`config.mk`:
```
export PLATFORM = sky130hd
export DESIGN_NAME = div_issue_stage_flat
export DESIGN_NICKNAME = d
export VERILOG_FILES = /design/src/rtl/div_issue_if.sv /design/src/rtl/div_issue_stage.sv /design/src/flat_wrapper.sv
export SDC_FILE = /design/constraint.sdc
export NUM_CORES = 1
export LEC_CHECK = 0
export ABC_CLOCK_PERIOD_IN_PS = 2700
export CAP_MARGIN = 20
export CELL_PAD_IN_SITES_DETAIL_PLACEMENT = 2
export CELL_PAD_IN_SITES_GLOBAL_PLACEMENT = 2
export CORE_MARGIN = 1.5
export CORE_UTILIZATION = 36
export CTS_CLUSTER_SIZE = 16
export DETAILED_ROUTE_END_ITERATION = 7
export GPL_ROUTABILITY_DRIVEN = 0
export PLACE_DENSITY = 0.87
export SLEW_MARGIN = 0
export SYNTH_ARGS = -nofsm -noshare
export SYNTH_HDL_FRONTEND = slang
export SYNTH_SLANG_ARGS = --single-unit
```
`constraint.sdc`:
```
create_clock -name clk -period 2.7 [get_ports clk]
set_input_delay 0.54 -clock clk [delete_from_list [all_inputs] [get_ports clk]]
set_output_delay 0.54 -clock clk [all_outputs]
set_load 0.03 [all_outputs]
```
`src/rtl/div_issue_if.sv`:
```
// Operand/result handshake bundle for div_issue_stage.
// master = operand source and result consumer, slave = the issue stage.
interface div_issue_if #(
    parameter int WIDTH = 4
);
    // Both channels use valid/ready: a beat transfers on a rising edge where
    // valid && ready; the sender holds valid and data stable until it does.
    logic             in_valid;
    logic             in_ready;
    logic [WIDTH-1:0] in_dividend;
    logic [WIDTH-1:0] in_divisor;
    logic             out_valid;
    logic             out_ready;
    logic [WIDTH-1:0] out_quotient;
    logic [WIDTH-1:0] out_remainder;
    logic             out_dbz;

    modport master (
        output in_valid, in_dividend, in_divisor, out_ready,
        input  in_ready, out_valid, out_quotient, out_remainder, out_dbz
    );

    modport slave (
        input  in_valid, in_dividend, in_divisor, out_ready,
        output in_ready, out_valid, out_quotient, out_remainder, out_dbz
    );
endinterface

```
`src/rtl/div_issue_stage.sv`:
```
// Operand FIFO + result register around a combinational divider.
// Optional macro DIV_ZERO_CHECK_EN: flag divide-by-zero and force quotient/remainder.
module div_issue_stage #(
    parameter int WIDTH = 4,
    parameter int DEPTH = 4
) (
    input  logic                       clk,
    input  logic                       rst_n,
    div_issue_if.slave                 bus,
    output logic [WIDTH-1:0]           div_dividend,
    output logic [WIDTH-1:0]           div_divisor,
    input  logic [WIDTH-1:0]           div_quotient,
    input  logic [WIDTH-1:0]           div_remainder,
    output logic [$clog2(DEPTH+1)-1:0] occupancy
);
    localparam int PTR_W = (DEPTH > 1) ? $clog2(DEPTH) : 1;
    localparam int CNT_W = $clog2(DEPTH + 1);
    localparam logic [CNT_W-1:0] FULL_COUNT = CNT_W'(DEPTH);

    logic [WIDTH-1:0] mem_dividend [DEPTH];
    logic [WIDTH-1:0] mem_divisor  [DEPTH];
    logic [PTR_W-1:0] wr_ptr;
    logic [PTR_W-1:0] rd_ptr;
    logic [CNT_W-1:0] count;

    logic             empty;
    logic             full;
    logic             push;
    logic             fire;
    logic             cap_dbz;
    logic [WIDTH-1:0] cap_quotient;
    logic [WIDTH-1:0] cap_remainder;

    assign empty        = (count == '0);
    assign full         = (count == FULL_COUNT);
    assign bus.in_ready = !full;
    assign push         = bus.in_valid && !full;
    assign fire         = !empty && (!bus.out_valid || bus.out_ready);
    assign occupancy    = count;

    // Head is presented to the divider; zeros when empty keep its inputs quiet.
    assign div_dividend = empty ? '0 : mem_dividend[rd_ptr];
    assign div_divisor  = empty ? '0 : mem_divisor[rd_ptr];

    always_comb begin
        cap_dbz       = 1'b0;
        cap_quotient  = div_quotient;
        cap_remainder = div_remainder;
`ifdef DIV_ZERO_CHECK_EN
        if (div_divisor == '0) begin
            cap_dbz       = 1'b1;
            cap_quotient  = '1;
            cap_remainder = div_dividend;
        end
`endif
    end

    always_ff @(posedge clk or negedge rst_n) begin
        if (!rst_n) begin
            wr_ptr <= '0;
            rd_ptr <= '0;
            count  <= '0;
        end else begin
            if (push) wr_ptr <= wr_ptr + 1'b1;
            if (fire) rd_ptr <= rd_ptr + 1'b1;
            case ({push, fire})
                2'b10:   count <= count + 1'b1;
                2'b01:   count <= count - 1'b1;
                default: count <= count;
            endcase
        end
    end

    // Storage needs no reset: entries are only visible while count covers them.
    always_ff @(posedge clk) begin
        if (push) begin
            mem_dividend[wr_ptr] <= bus.in_dividend;
            mem_divisor[wr_ptr]  <= bus.in_divisor;
        end
    end

    always_ff @(posedge clk or negedge rst_n) begin
        if (!rst_n) begin
            bus.out_valid     <= 1'b0;
            bus.out_quotient  <= '0;
            bus.out_remainder <= '0;
            bus.out_dbz       <= 1'b0;
        end else if (fire) begin
            bus.out_valid     <= 1'b1;
            bus.out_quotient  <= cap_quotient;
            bus.out_remainder <= cap_remainder;
            bus.out_dbz       <= cap_dbz;
        end else if (bus.out_ready) begin
            bus.out_valid     <= 1'b0;
        end
    end
endmodule

```
`src/flat_wrapper.sv`:
```
// flat-port wrapper written by rule: the top's interface ports become plain ports
module div_issue_stage_flat 
#(
    parameter int WIDTH = 4,
    parameter int DEPTH = 4
)
  (clk, rst_n, div_dividend, div_divisor, div_quotient, div_remainder, occupancy, bus_in_valid, bus_in_dividend, bus_in_divisor, bus_out_ready, bus_in_ready, bus_out_valid, bus_out_quotient, bus_out_remainder, bus_out_dbz);
  div_issue_if #(.WIDTH(WIDTH)) bus_i ();
  input  logic clk;
  input  logic rst_n;
  output logic [WIDTH-1:0] div_dividend;
  output logic [WIDTH-1:0] div_divisor;
  input  logic [WIDTH-1:0] div_quotient;
  input  logic [WIDTH-1:0] div_remainder;
  output logic [$clog2(DEPTH+1)-1:0] occupancy;
  input wire logic [$bits(bus_i.in_valid)-1:0] bus_in_valid;
  input wire logic [$bits(bus_i.in_dividend)-1:0] bus_in_dividend;
  input wire logic [$bits(bus_i.in_divisor)-1:0] bus_in_divisor;
  input wire logic [$bits(bus_i.out_ready)-1:0] bus_out_ready;
  output wire logic [$bits(bus_i.in_ready)-1:0] bus_in_ready;
  output wire logic [$bits(bus_i.out_valid)-1:0] bus_out_valid;
  output wire logic [$bits(bus_i.out_quotient)-1:0] bus_out_quotient;
  output wire logic [$bits(bus_i.out_remainder)-1:0] bus_out_remainder;
  output wire logic [$bits(bus_i.out_dbz)-1:0] bus_out_dbz;
  assign bus_i.in_valid = bus_in_valid;
  assign bus_i.in_dividend = bus_in_dividend;
  assign bus_i.in_divisor = bus_in_divisor;
  assign bus_i.out_ready = bus_out_ready;
  assign bus_in_ready = bus_i.in_ready;
  assign bus_out_valid = bus_i.out_valid;
  assign bus_out_quotient = bus_i.out_quotient;
  assign bus_out_remainder = bus_i.out_remainder;
  assign bus_out_dbz = bus_i.out_dbz;
  div_issue_stage #(.WIDTH(WIDTH), .DEPTH(DEPTH)) u_core (.clk(clk), .rst_n(rst_n), .bus(bus_i), .div_dividend(div_dividend), .div_divisor(div_divisor), .div_quotient(div_quotient), .div_remainder(div_remainder), .occupancy(occupancy));
endmodule
```
== Word-level counts from Yosys, hierarchy flattened ==
Memory sizes are Yosys's and may differ from the RTL's.
Cells that the tools add are included.

* Output and inout port bits: 22
* Word-level logic and storage cells: 31
* Input port bits: 20
* Bits in registers: 16
* Memories kept: 2
* Memory bits (writable): 32

{| class="wikitable"
|+ Memory list
! name !! depth !! bits a word !! read ports !! clocked after Yosys merged registers in !! wr ports !! line !! text
|-
| u_core.mem_dividend || 4 || 4 || 1 || 0 || 1 || div_issue_stage.sv:20 || <nowiki>logic [WIDTH-1:0] mem_dividend [DEPTH];</nowiki>
|-
| u_core.mem_divisor || 4 || 4 || 1 || 0 || 1 || div_issue_stage.sv:21 || <nowiki>logic [WIDTH-1:0] mem_divisor [DEPTH];</nowiki>
|}

* Multiplexer cells: 7
* Equality and inequality tests: 3
* Reductions and logical operators: 9
* $add $sub $neg: 4

{| class="wikitable"
|+ Operator list
! cell !! number
|-
| 4-bit two-way mux || 2
|-
| 3-bit case mux with 2 select lines || 1
|-
| 2-bit by 1-bit adder with 2-bit output, second input constant || 2
|-
| 1-bit two-way mux || 4
|-
| 2-bit nonzero test || 2
|-
| 3-bit by 1-bit adder with 3-bit output, second input constant || 1
|-
| 3-bit equality test, second input constant || 1
|-
| 1-bit logical NOT || 3
|-
| 3-bit logical NOT || 1
|-
| 3-bit by 1-bit subtractor with 3-bit output, second input constant || 1
|-
| 2-bit by 1-bit equality test with 1-bit output, second input constant || 1
|-
| 2-bit equality test, second input constant || 1
|-
| 1-bit logical AND || 2
|-
| 1-bit logical OR || 1
|}

== Depth between registers and ports, before layout ==
* Word-level depth: 5
* Gate-level depth with buffers: 9
* Depth with buffers taken out: 9

== Worst setup path after synthesis ==
No wires, ideal clock.

* Kind: reg2reg
* Start: reg u_core.count[2] (netlist: u_core.occupancy[2])
* End: reg u_core.count[2] (netlist: u_core.occupancy[2])
* Arrival time: 2.225 ns
* Cell stages (with the launch flop): 10
* Period minus slack after synthesis: 2.305 ns
* Slack: 0.395 ns
* Data required time: 2.620 ns
* Library setup time: 0.080 ns
* Cells stage by stage: dfrtp_1 -> or3b_4 -> and2_4 -> inv_1 -> ha_1 -> inv_1 -> fa_1 -> xor2_1 -> nor2_1 -> xor2_1

* Longest elaborated chain between the ends: 5
* Elaborated cells on any way between the ends: 12

{| class="wikitable"
|+ RTL lines
! element !! line !! text
|-
| from (decl) || div_issue_stage.sv:24 || <nowiki>logic [CNT_W-1:0] count;</nowiki>
|-
| from (signal assigned) || div_issue_stage.sv:67 || <nowiki>2'b10: count <= count + 1'b1;</nowiki>
|-
| from (signal assigned) || div_issue_stage.sv:68 || <nowiki>2'b01: count <= count - 1'b1;</nowiki>
|-
| from (signal assigned) || div_issue_stage.sv:69 || <nowiki>default: count <= count;</nowiki>
|-
| 3-bit equality test * || div_issue_stage.sv:35 || <nowiki>assign full = (count == FULL_COUNT);</nowiki>
|-
| 1-bit logical NOT * || - ||
|-
| via bus_in_ready || flat_wrapper.sv:20 || <nowiki>output wire logic [$bits(bus_i.in_ready)-1:0] bus_in_ready;</nowiki>
|-
| 1-bit logical AND * || div_issue_stage.sv:37 || <nowiki>assign push = bus.in_valid && !full;</nowiki>
|-
| 2-bit by 1-bit equality test with 1-bit output / 2-bit equality test (equally long branches) || div_issue_stage.sv:66 || <nowiki>case ({push, fire})</nowiki>
|-
| 3-bit case mux with 2 select lines / 2-bit nonzero test (equally long branches) || - ||
|}

Mark *: on every way through the listed nets, which the timed path passes. The rest lies on a longest branch.
A chain may end at the register's enable or synchronous reset.

== Worst setup path after layout ==
* Start: reg u_core.rd_ptr[0]
* End: out div_divisor[2]

* Longest elaborated chain between the ends: 2

{| class="wikitable"
|+ RTL lines
! element !! line !! text
|-
| from (decl) || div_issue_stage.sv:23 || <nowiki>logic [PTR_W-1:0] rd_ptr;</nowiki>
|-
| from (signal assigned) || div_issue_stage.sv:65 || <nowiki>if (fire) rd_ptr <= rd_ptr + 1'b1;</nowiki>
|-
| memory read 4 x 4 bit || - ||
|-
| 4-bit two-way mux || div_issue_stage.sv:43 || <nowiki>assign div_divisor = empty ? '0 : mem_divisor[rd_ptr];</nowiki>
|-
| to (decl) || flat_wrapper.sv:12 || <nowiki>output logic [WIDTH-1:0] div_divisor;</nowiki>
|}

No other way between the ends.

==> key figures <==
Outcome
  • Status: finished, final reports clean

Synth
  • YS warnings: 0
  • Ys flop type: edfxtp_1
  • Most common cell in the synthesized netlist: edfxtp_1
  • Compound-cell area share of the yosys netlist: 0
  • Synth Area in Simple Gates: 0.06772
  • Mean Syn Cell Area: 17.97 um^2
  • Yosys reg bits: 48
  • Post-synth net total: 136
  • Adder-Cell Fraction of Synth Area: 0.04177
  • Mux contribution to synthesized area: 0.1494
  • FFs w/ async S/R, synth: 0.3333
  • Top cell type's share of synthesized area: 0.4861
  • Synth Area in XOR/XNOR: 0.02658
  • Largest family of logic cells by synthesized area: multiplexers
  • Synthesized area: 1977 um^2
  • Seq/Total Area, Yosys: 0.6886
  • Area leader, netlist: edfxtp_1
  • Largest cells by area after synthesis: edfxtp_1 49%, dfrtp_1 20%, mux4_2 9.1%, mux2_2 4.6%, ha_1 3.2%
  • Top cells by count, synth: 32 x edfxtp_1, 16 x dfrtp_1, 9 x nor2b_1
  • Syn Inst Count: 110
  • Number of synthesized flops with an enable pin: 32
  • Post-synthesis cell type count: 24

Route
  • Wire per inst: 19.08 um
  • DRT iter0 DRCs: 30
  • Post-route DRC: 0
  • Final wirelength: 4.312 mm
  • Antenna Nets Post-Route: 0
  • DR vias/cell: 4.695
  • Via count: 1061
  • DR pass1 iterations: 4

CTS
  • Clk slew on worst S/H paths: 80 ps
  • Num CTS Buffers: 5
  • CTS tree: done
  • Hold-fix buffers at CTS: 0
  • H-tree depth: 2
  • # clock sinks: 48
  • CTS Buffer Depth: 2
  • Root Buffer: clkbuf_8
  • Skew-Pair Late Insertion Delay: 300 ps

STA
  • Setup TNS: 0 ps
  • Max-slew violations: 0
  • Minimum hold slack: 520.1 ps
  • Fin crit period: 2606 ps
  • Max-slew headroom: 0.5178
  • Final setup margin: 93.81 ps
  • FMAX: 383.7 MHz
  • Setup Skew: 6.087 ps
  • Period Utilization, post-route: 0.9653
  • Final number of setup-violating endpoints: 0
  • RSZ-0062 raised after global routing: false
  • Final Hold Viols: 0
  • Slew @ Worst Pin: 721.0 ps

Layout
  • Ant diodes: 0
  • Fin util: 0.4916
  • P&R area growth vs syn: 29.43%
  • Footprint of the multi-input gates: 568.0 um^2
  • Layout Cells excl Fill: 226
  • Fin nets: 181
  • Layout cells sized above 1: 0.2179
  • Register area: 1365 um^2
  • Number of fillers in the final layout: 501

Setup path
  • CP Data Arrival Time: 2070 ps
  • Crit-path cells: mux4_2 > nor2b_1 > clkdlybuf4s50_1
  • CP bufs+invs: 1
  • Critical path endpoint category: primary output
  • Crit Path Max Fanout: 9
  • CP Class: reg2out
  • CP Launch Type: flip-flop
  • Top delay family on crit path: buffers and inverters
  • Slowest stage delay, CP: 590 ps
  • Critical path required time: 2160 ps
  • Crit path max-delay cell type: clkdlybuf4s50_1

GRT
  • First-pass GRT wire length: 6.803 mm
  • Total gr overflow: 0
  • GRT Resource Usage Total: 0.1583
  • Vias in the first global route: 1194
  • Initial antenna violation count: 0
  • Largest net degree at the start of global routing: 17

Power and ir drop
  • Flop pwr share: 0.391
  • Switching Fraction: 0.3799
  • PD cells: 1179 nW/um^2
  • Clk pwr share: 0.137
  • Internal: 1.871 mW
  • Peak VDD IR: 0.0004823 V
  • Net switching power: 1.146 mW
  • Logic pwr share: 0.472
  • LEAKAGE: 0.9691 nW

Floorplan
  • Starting Density: 0.3798
  • Top Ports: 42
  • Die H: 77.11 um
  • Row cnt: 26
  • Total core area: 5205 um^2
  • Full die area: 5945 um^2
  • Die W: 77.11 um

Place
  • Post-Place Setup Slack: 111.5 ps
  • HPWL after DPL: 3.181 mm
  • Placed insts: 217
  • Port Buffers: 40

Hold path
  • Hold/Removal Path Class: reg2reg

Run
  • # Max-Cap Violations: 0
==> routing by layer <==
layer | up-vias | track usage | wire length (um)
met5 | - | 0 | 0
met4 | 0 | 0.04909 | 38
met3 | 4 | 0.04405 | 157
met2 | 20 | 0.2770 | 2400
met1 | 553 | 0.1890 | 1715
li1 | 484 | - | -
==> cell type report <==
cell class / instances / area share
flip-flops and latches: 48 / 0.5335
multi-input cells: 51 / 0.2220
repair buffers: 43 / 0.1672
well taps: 70 / 0.03423
clock buffers: 5 / 0.02689
inverters: 6 / 0.008802
clock inverters: 3 / 0.007335
==> what timing repair did <==
item / CTS / global route
buffers inserted: 0 / 1
gates resized for setup: 2 / 2
endpoints found under the setup margin: 8 / 7
cloned: 0 / 0
pin swaps: 0 / 0
==> sequential cells by signal, indices dropped and copies added, names as in the netlist <==
signal                    flops
u_core.bus.out_remainder      4
u_core.mem_dividend          16
u_core.bus.out_valid          1
u_core.occupancy              3
u_core.wr_ptr                 2
u_core.rd_ptr                 2
u_core.mem_divisor           16
u_core.bus.out_quotient       4
==> worst paths after layout <==
check | from | to | slack (ps) | cells after the start
min reg2reg | u_core.bus.out_quotient[0] | u_core.bus.out_quotient[0] | 520 | 1
min in group asynchronous | rst_n | u_core.bus.out_remainder[0] | 660 | 1
max | u_core.rd_ptr[0] | div_divisor[2] | 90 | 3
max in group asynchronous | rst_n | u_core.rd_ptr[0] | 1510 | 1
max reg2reg | u_core.occupancy[1] | u_core.occupancy[2] | 460 | 9
min | u_core.bus.out_quotient[0] | u_core.bus.out_quotient[0] | 520 | 1
==> cells in the final DEF, fill, tap and decap left out <==
cell	netlist	layout
and2_4	1	1
and3_2	4	4
and3b_1	1	1
buf_4	1	3
clkbuf_8	0	5
clkdlybuf4s50_1	0	38
clkinv_1	0	1
clkinvlp_4	0	2
conb_1	1	1
dfrtp_1	16	15
dfrtp_4	0	1
dlymetal6s2s_1	0	2
edfxtp_1	32	32
fa_1	1	1
ha_1	5	5
inv_1	6	6
mux2_2	8	8
mux2_4	1	1
mux2i_1	1	1
mux4_2	8	8
nand2_1	1	1
nand2b_1	1	1
nor2_1	1	1
nor2b_1	9	9
nor3_1	1	1
or3b_4	1	1
xnor2_1	2	2
xor2_1	4	4
==> cell families after synthesis <==
logic type                 after synthesis
adders and majority gates                6
other                                    1
muxes                                   18
buffers and inverters                   11
and+or+nand+nor                         20
xor gates and xnor gates                 6
DFF                                     48
==> power groups by stage <==
stage	combinational (mW)	sequential (mW)	clock (mW)
3_3_place_gp	1.37	1.16	0
6_report	1.42	1.18	0.415
5_1_grt	1.52	1.21	0.449
3_5_place_dp	1.42	1.20	0
4_1_cts	1.44	1.19	0.433
2_1_floorplan	0.801	1.25	0
==> metrics by stage <==
stage	power, mW	cell area, um^2
6_report	3.017	2559
5_1_grt	3.186	2559
4_1_cts	3.064	2546
3_5_place_dp	2.620	2455
3_3_place_gp	2.530	2455
2_1_floorplan	2.046	1977
Note: power is estimated with default switching activity, not from simulation.
